--- src/rtl/full_adder_if.sv ---
// Operand/result bundle for the registered ripple-carry adder.
// The master drives operands and in_valid; the slave (adder) returns registered results.
interface full_adder_if #(
  parameter int unsigned WIDTH = 1
);
  logic [WIDTH-1:0] a;
  logic [WIDTH-1:0] b;
  logic             cin;
  logic             in_valid;
  logic [WIDTH-1:0] s;
  logic             cout;
  logic             ovf;
  logic             p;
  logic             g;
  logic             out_valid;

  modport master (
    output a, b, cin, in_valid,
    input  s, cout, ovf, p, g, out_valid
  );

  modport slave (
    input  a, b, cin, in_valid,
    output s, cout, ovf, p, g, out_valid
  );
endinterface

--- src/rtl/full_adder.sv ---
// Registered ripple-carry adder built from per-bit full-adder cells, with
// signed overflow, group propagate/generate, and a one-cycle valid qualifier.
module full_adder #(
  parameter int unsigned WIDTH = 1
) (
  input  logic          clk,
  input  logic          rst_n,
  full_adder_if.slave   fa_if
);

  typedef struct packed {
    logic [WIDTH-1:0] s;
    logic             cout;
    logic             ovf;
    logic             p;
    logic             g;
  } result_t;

  logic [WIDTH:0]   carry_c;
  logic [WIDTH:0]   gen_carry_c;
  logic [WIDTH-1:0] sum_c;
  logic             prop_c;
  result_t          res_c;

  result_t res_q;
  result_t res_d;
  logic    out_valid_q;
  logic    out_valid_d;

  // Ripple chain; a second chain with cin forced low yields the group generate.
  always_comb begin
    carry_c        = '0;
    gen_carry_c    = '0;
    sum_c          = '0;
    carry_c[0]     = fa_if.cin;
    gen_carry_c[0] = 1'b0;
    for (int unsigned i = 0; i < WIDTH; i++) begin
      sum_c[i]         = fa_if.a[i] ^ fa_if.b[i] ^ carry_c[i];
      carry_c[i+1]     = (fa_if.a[i] & fa_if.b[i]) |
                         (fa_if.a[i] & carry_c[i]) |
                         (fa_if.b[i] & carry_c[i]);
      gen_carry_c[i+1] = (fa_if.a[i] & fa_if.b[i]) |
                         (fa_if.a[i] & gen_carry_c[i]) |
                         (fa_if.b[i] & gen_carry_c[i]);
    end
    prop_c = &(fa_if.a ^ fa_if.b);
  end

  always_comb begin
    res_c      = '0;
    res_c.s    = sum_c;
    res_c.cout = carry_c[WIDTH];
    res_c.ovf  = carry_c[WIDTH] ^ carry_c[WIDTH-1];
    res_c.p    = prop_c;
    res_c.g    = gen_carry_c[WIDTH];
  end

  // Results hold while in_valid is low so idle operands never disturb them.
  always_comb begin
    res_d       = res_q;
    out_valid_d = 1'b0;
    if (fa_if.in_valid) begin
      res_d       = res_c;
      out_valid_d = 1'b1;
    end
  end

  always_ff @(posedge clk) begin
    if (!rst_n) begin
      res_q       <= '0;
      out_valid_q <= 1'b0;
    end else begin
      res_q       <= res_d;
      out_valid_q <= out_valid_d;
    end
  end

  assign fa_if.s         = res_q.s;
  assign fa_if.cout      = res_q.cout;
  assign fa_if.ovf       = res_q.ovf;
  assign fa_if.p         = res_q.p;
  assign fa_if.g         = res_q.g;
  assign fa_if.out_valid = out_valid_q;

endmodule

--- src/flat_wrapper.sv ---
// flat-port wrapper written by rule: the top's interface ports become plain ports
module full_adder_flat 
#(
  parameter int unsigned WIDTH = 1
)
  (clk, rst_n, fa_if_a, fa_if_b, fa_if_cin, fa_if_in_valid, fa_if_s, fa_if_cout, fa_if_ovf, fa_if_p, fa_if_g, fa_if_out_valid);
  full_adder_if #(.WIDTH(WIDTH)) fa_if_i ();
  input  logic clk;
  input  logic rst_n;
  input wire logic [$bits(fa_if_i.a)-1:0] fa_if_a;
  input wire logic [$bits(fa_if_i.b)-1:0] fa_if_b;
  input wire logic [$bits(fa_if_i.cin)-1:0] fa_if_cin;
  input wire logic [$bits(fa_if_i.in_valid)-1:0] fa_if_in_valid;
  output wire logic [$bits(fa_if_i.s)-1:0] fa_if_s;
  output wire logic [$bits(fa_if_i.cout)-1:0] fa_if_cout;
  output wire logic [$bits(fa_if_i.ovf)-1:0] fa_if_ovf;
  output wire logic [$bits(fa_if_i.p)-1:0] fa_if_p;
  output wire logic [$bits(fa_if_i.g)-1:0] fa_if_g;
  output wire logic [$bits(fa_if_i.out_valid)-1:0] fa_if_out_valid;
  assign fa_if_i.a = fa_if_a;
  assign fa_if_i.b = fa_if_b;
  assign fa_if_i.cin = fa_if_cin;
  assign fa_if_i.in_valid = fa_if_in_valid;
  assign fa_if_s = fa_if_i.s;
  assign fa_if_cout = fa_if_i.cout;
  assign fa_if_ovf = fa_if_i.ovf;
  assign fa_if_p = fa_if_i.p;
  assign fa_if_g = fa_if_i.g;
  assign fa_if_out_valid = fa_if_i.out_valid;
  full_adder #(.WIDTH(WIDTH)) u_core (.clk(clk), .rst_n(rst_n), .fa_if(fa_if_i));
endmodule
--- config.mk ---
export PLATFORM = sky130hd
export DESIGN_NAME = full_adder_flat
export DESIGN_NICKNAME = d
export VERILOG_FILES = /design/src/rtl/full_adder_if.sv /design/src/rtl/full_adder.sv /design/src/flat_wrapper.sv
export SDC_FILE = /design/constraint.sdc
export NUM_CORES = 1
export LEC_CHECK = 0
export ABC_CLOCK_PERIOD_IN_PS = 1000
export CAP_MARGIN = 20
export CORE_AREA = 2 2 39 41
export CTS_CLUSTER_DIAMETER = 30
export DETAILED_ROUTE_END_ITERATION = 10
export DIE_AREA = 0 0 41 43
export PLACE_DENSITY_LB_ADDON = 0.2
export SLEW_MARGIN = 20
export SYNTH_ARGS = -nofsm -noshare
export SYNTH_HDL_FRONTEND = slang
export SYNTH_SLANG_ARGS = --single-unit
--- constraint.sdc ---
create_clock -name clk -period 1 [get_ports clk]
set_input_delay 0.2 -clock clk [delete_from_list [all_inputs] [get_ports clk]]
set_output_delay 0.2 -clock clk [all_outputs]
set_load 0.005 [all_outputs]
==> impl_results.md <==
* Crit-path max cell delay at ~0.52 ns
* Final instance area at 394 um^2
* Max-cap violations at 0
* Synth Cell Area at 255 um^2
* Via/cell ratio at between 3 and 4
* FF-to-FF Start: u_core.fa_if.ovf
* P per Cell Area at 1460 nW/um^2
* Crit path max fanout at 2
* Total number of vias at 198
* Max-slew violation count at 0
* Met3 routed WL at 55 um
* Clk pwr share at 0.379
* Htree depth at 1
* Fraction of layout cells with a size suffix above 1 at 0.351
* Worst-path cell chain: dlygate4sd2_1 -> fa_2 -> mux2i_1 -> nor2b_1
* CTS tree: done
* Wirelength per Cell at 8.98 um
* Reg2Reg Setup Slack at 0.38 ns
* RSZ-0062 raised after global routing: false
* Root Driver: clkbuf_4
* Synth-to-Final Area Change at 54.4%
* Critical Path Start Type: input port
* Initial Util at 0.184
* R2R Path End: u_core.fa_if.ovf
* Crit path capture type: register
* CP startpoint: fa_if_cin
* DRT Wirelength at between 400 and 500 um
* Pin count of the biggest net entering global routing at 8
* Worst Path Required at 1.18 ns
* Period utilization at 0.957
* Cells after Synth at 21
* Worst path slowest cell: fa_2
* Clock Skew at 0 ns
* Number of global-route vias before repair at 179
* Worst VDD drop at 0.577 mV
* Top cells by area, synth: dfxtp_1 (47%), mux2i_1 (16%), nor2b_1 (9.8%)
* Clock-pin slew on the worst setup and hold paths at 0.04 ns
* Lkg Pwr at 0.181 nW
* Final setup fails at 0
* GPL Wtd Cong at 0.676
* Critical Path AT at 1.13 ns
* Max clock buf depth at 2
* DP Area at 397 um^2
* Combinational share of power at 0.163
* Area fraction of the dominant cell type after synthesis at 0.471
* Area leader, netlist: dfxtp_1
* Final nets at 47
* Clock buffers created by TritonCTS at 3
* Post-synth cell types at 10
* Highest routed layer: met3
* Hold-fix buffers, CTS at 0
* Yosys warns at 0
* Switching power at 0.127 mW
* DR iter-0 viols at 0
* Fmax at 1040 MHz
* Worst min-delay path class: input port to register
* Fin crit period at 0.957 ns
* Antenna violations before repair at 0
* # diodes at 0
* DR pass1 iterations at 1
* Post-CTS Setup Bufs at 0
* Met1 wire length at ~220 um
* Internal power at 0.449 mW
* Rows at 14
* Depth of the worst register-to-register path at 2
* Outcome: finished clean
* Switch share at 0.220
* Synth Net Count at 29
* Die Y-Extent at 43 um
* Global route overflow at 0
* Worst slew pin tran at between 0.3 and 0.4 ns
* Synthesized flop and latch total at 6
* Crit path to: u_core.fa_if.s
* CP Class: input port to register
* Chip width at just over 40 um
* DRC viols at 0
* Worst-Skew Late Latency at 0.24 ns
* Global-route wire length before repair at 772 um
* Share of power burned in registers at 0.458
* Clock Sinks at 6
* Die Area at 1760 um^2
* Seq/Total Area, Yosys at 0.471
* Critical Path Stages at 4
* Port bufs at 11
* Final ANT Viol Nets at 0
* Total track usage at 0.0706
* Mean area per synthesized cell at 12.2 um^2
* Final hold vios at 0
* Non-Filler Instances at 53
* Critical path buffers and inverters at 1
* CP delay by family, top: adder cells
* DP Cell Count at 50
* IO Count at 12
* Slew headroom at 0.793
* CORE AREA at between 1000 and 1500 um^2
* DR WL met2 at 200 um
==> power by group through the flow <==
| stage | Combinational (mW) | Sequential (mW) | Clock (mW) |
|---|---|---|---|
| final | 0.0941 | 0.264 | 0.218 |
| after global routing | 0.105 | 0.265 | 0.251 |
| after CTS | 0.103 | 0.264 | 0.230 |
| after detailed placement | 0.115 | 0.268 | 0 |
| after global placement | 0.113 | 0.268 | 0 |
| after floorplan | 0.0434 | 0.270 | 0 |
==> state kept, by name, indices dropped and copies added (netlist names) <==
| signal | flops |
|---|---|
| u_core.fa_if.g | 1 |
| u_core.fa_if.cout | 1 |
| u_core.fa_if.ovf | 1 |
| u_core.fa_if.out_valid | 1 |
| u_core.fa_if.p | 1 |
| u_core.fa_if.s | 1 |
==> worst min-delay path: cells and delay by family <==
kind	cells	cell delay (ns)
buffers and inverters	1	0.12
adder cells (fa/ha/maj)	1	0.20
AND/OR/NAND/NOR	1	0.09
multiplexers	1	0.06
==> layout by cell type (no fill, tap or decap), types with 2 or more instances in the layout <==
master           n
clkdlybuf4s15_1  3
nor2b_1          4
buf_4            3
clkbuf_2         5
mux2i_1          4
dfxtp_1          6
clkbuf_4         3
dlygate4sd2_1    2
==> routing by layer <==
| metal | GRT usage | up-vias |
|---|---|---|
| met3 | 0.0524 | 0 |
| met4 | 0.0400 | 0 |
| li1 | - | 102 |
| met1 | 0.0977 | 88 |
| met2 | 0.0750 | 8 |
| met5 | 0 | - |
==> worst min-delay path by stage <==
stage / endpoint / cells after the start / startpoint
after detailed placement: u_core.fa_if.s / 2 / u_core.fa_if.s
after CTS: u_core.fa_if.ovf / 2 / fa_if_in_valid
after global routing: u_core.fa_if.s / 4 / fa_if_a
after floorplan: u_core.fa_if.cout / 1 / rst_n
final: u_core.fa_if.s / 4 / fa_if_a
after global placement: u_core.fa_if.s / 2 / u_core.fa_if.s
==> logic make-up after synthesis <==
group	count (synthesis)	synth area share
flip-flops	6	0.471
AND/OR/NAND/NOR	5	0.127
multiplexers	4	0.157
AO/OA/AOI/OAI	2	0.0392
adder cells (fa/ha/maj)	2	0.127
XOR/XNOR	1	0.0343
buffers and inverters	1	0.0441
==> cell type report <==
cell class,count,area (um^2)
Multi-Input combinational cell,14,126
Timing Repair Buffer,14,105
Sequential cell,6,120
Tap cell,16,20.0
Clock buffer,3,22.5
Fill cell,149,990
==> per-stage QoR <==
| stage | TNS (ns) | worst slack [ns] | hold slack [ns] | utilization | total power [mW] |
|---|---|---|---|---|---|
| after floorplan | 0 | 0.0233 | 0.328 | - | 0.314 |
| after global placement | -2.18 | -0.473 | 0.495 | 0.287 | 0.381 |
| after detailed placement | -2.25 | -0.506 | 0.504 | 0.287 | 0.383 |
| after CTS | 0 | 0.00130 | 0.497 | 0.301 | 0.597 |
| after global routing | 0 | 0.0112 | 0.501 | 0.285 | 0.621 |
| final | 0 | 0.0427 | 0.478 | 0.285 | 0.576 |
==> synthesized netlist by cell type <==
cell type and n:
o21ai_0 1, nor2b_1 4, a21oi_1 1, buf_6 1
fa_1 1, mux2i_1 4, and2_2 1, dfxtp_1 6
xnor2_1 1, ha_1 1
==> what timing repair did <==
| item | in CTS | in global routing |
|---|---|---|
| pin swaps | 2 | 0 |
| resized for setup | 17 | 7 |
| hold endpoints to repair | 0 | 0 |
| endpoints found under the setup margin | 11 | 7 |
| cloned | 0 | 0 |
No activity file was read; power rests on OpenSTA's default activity.
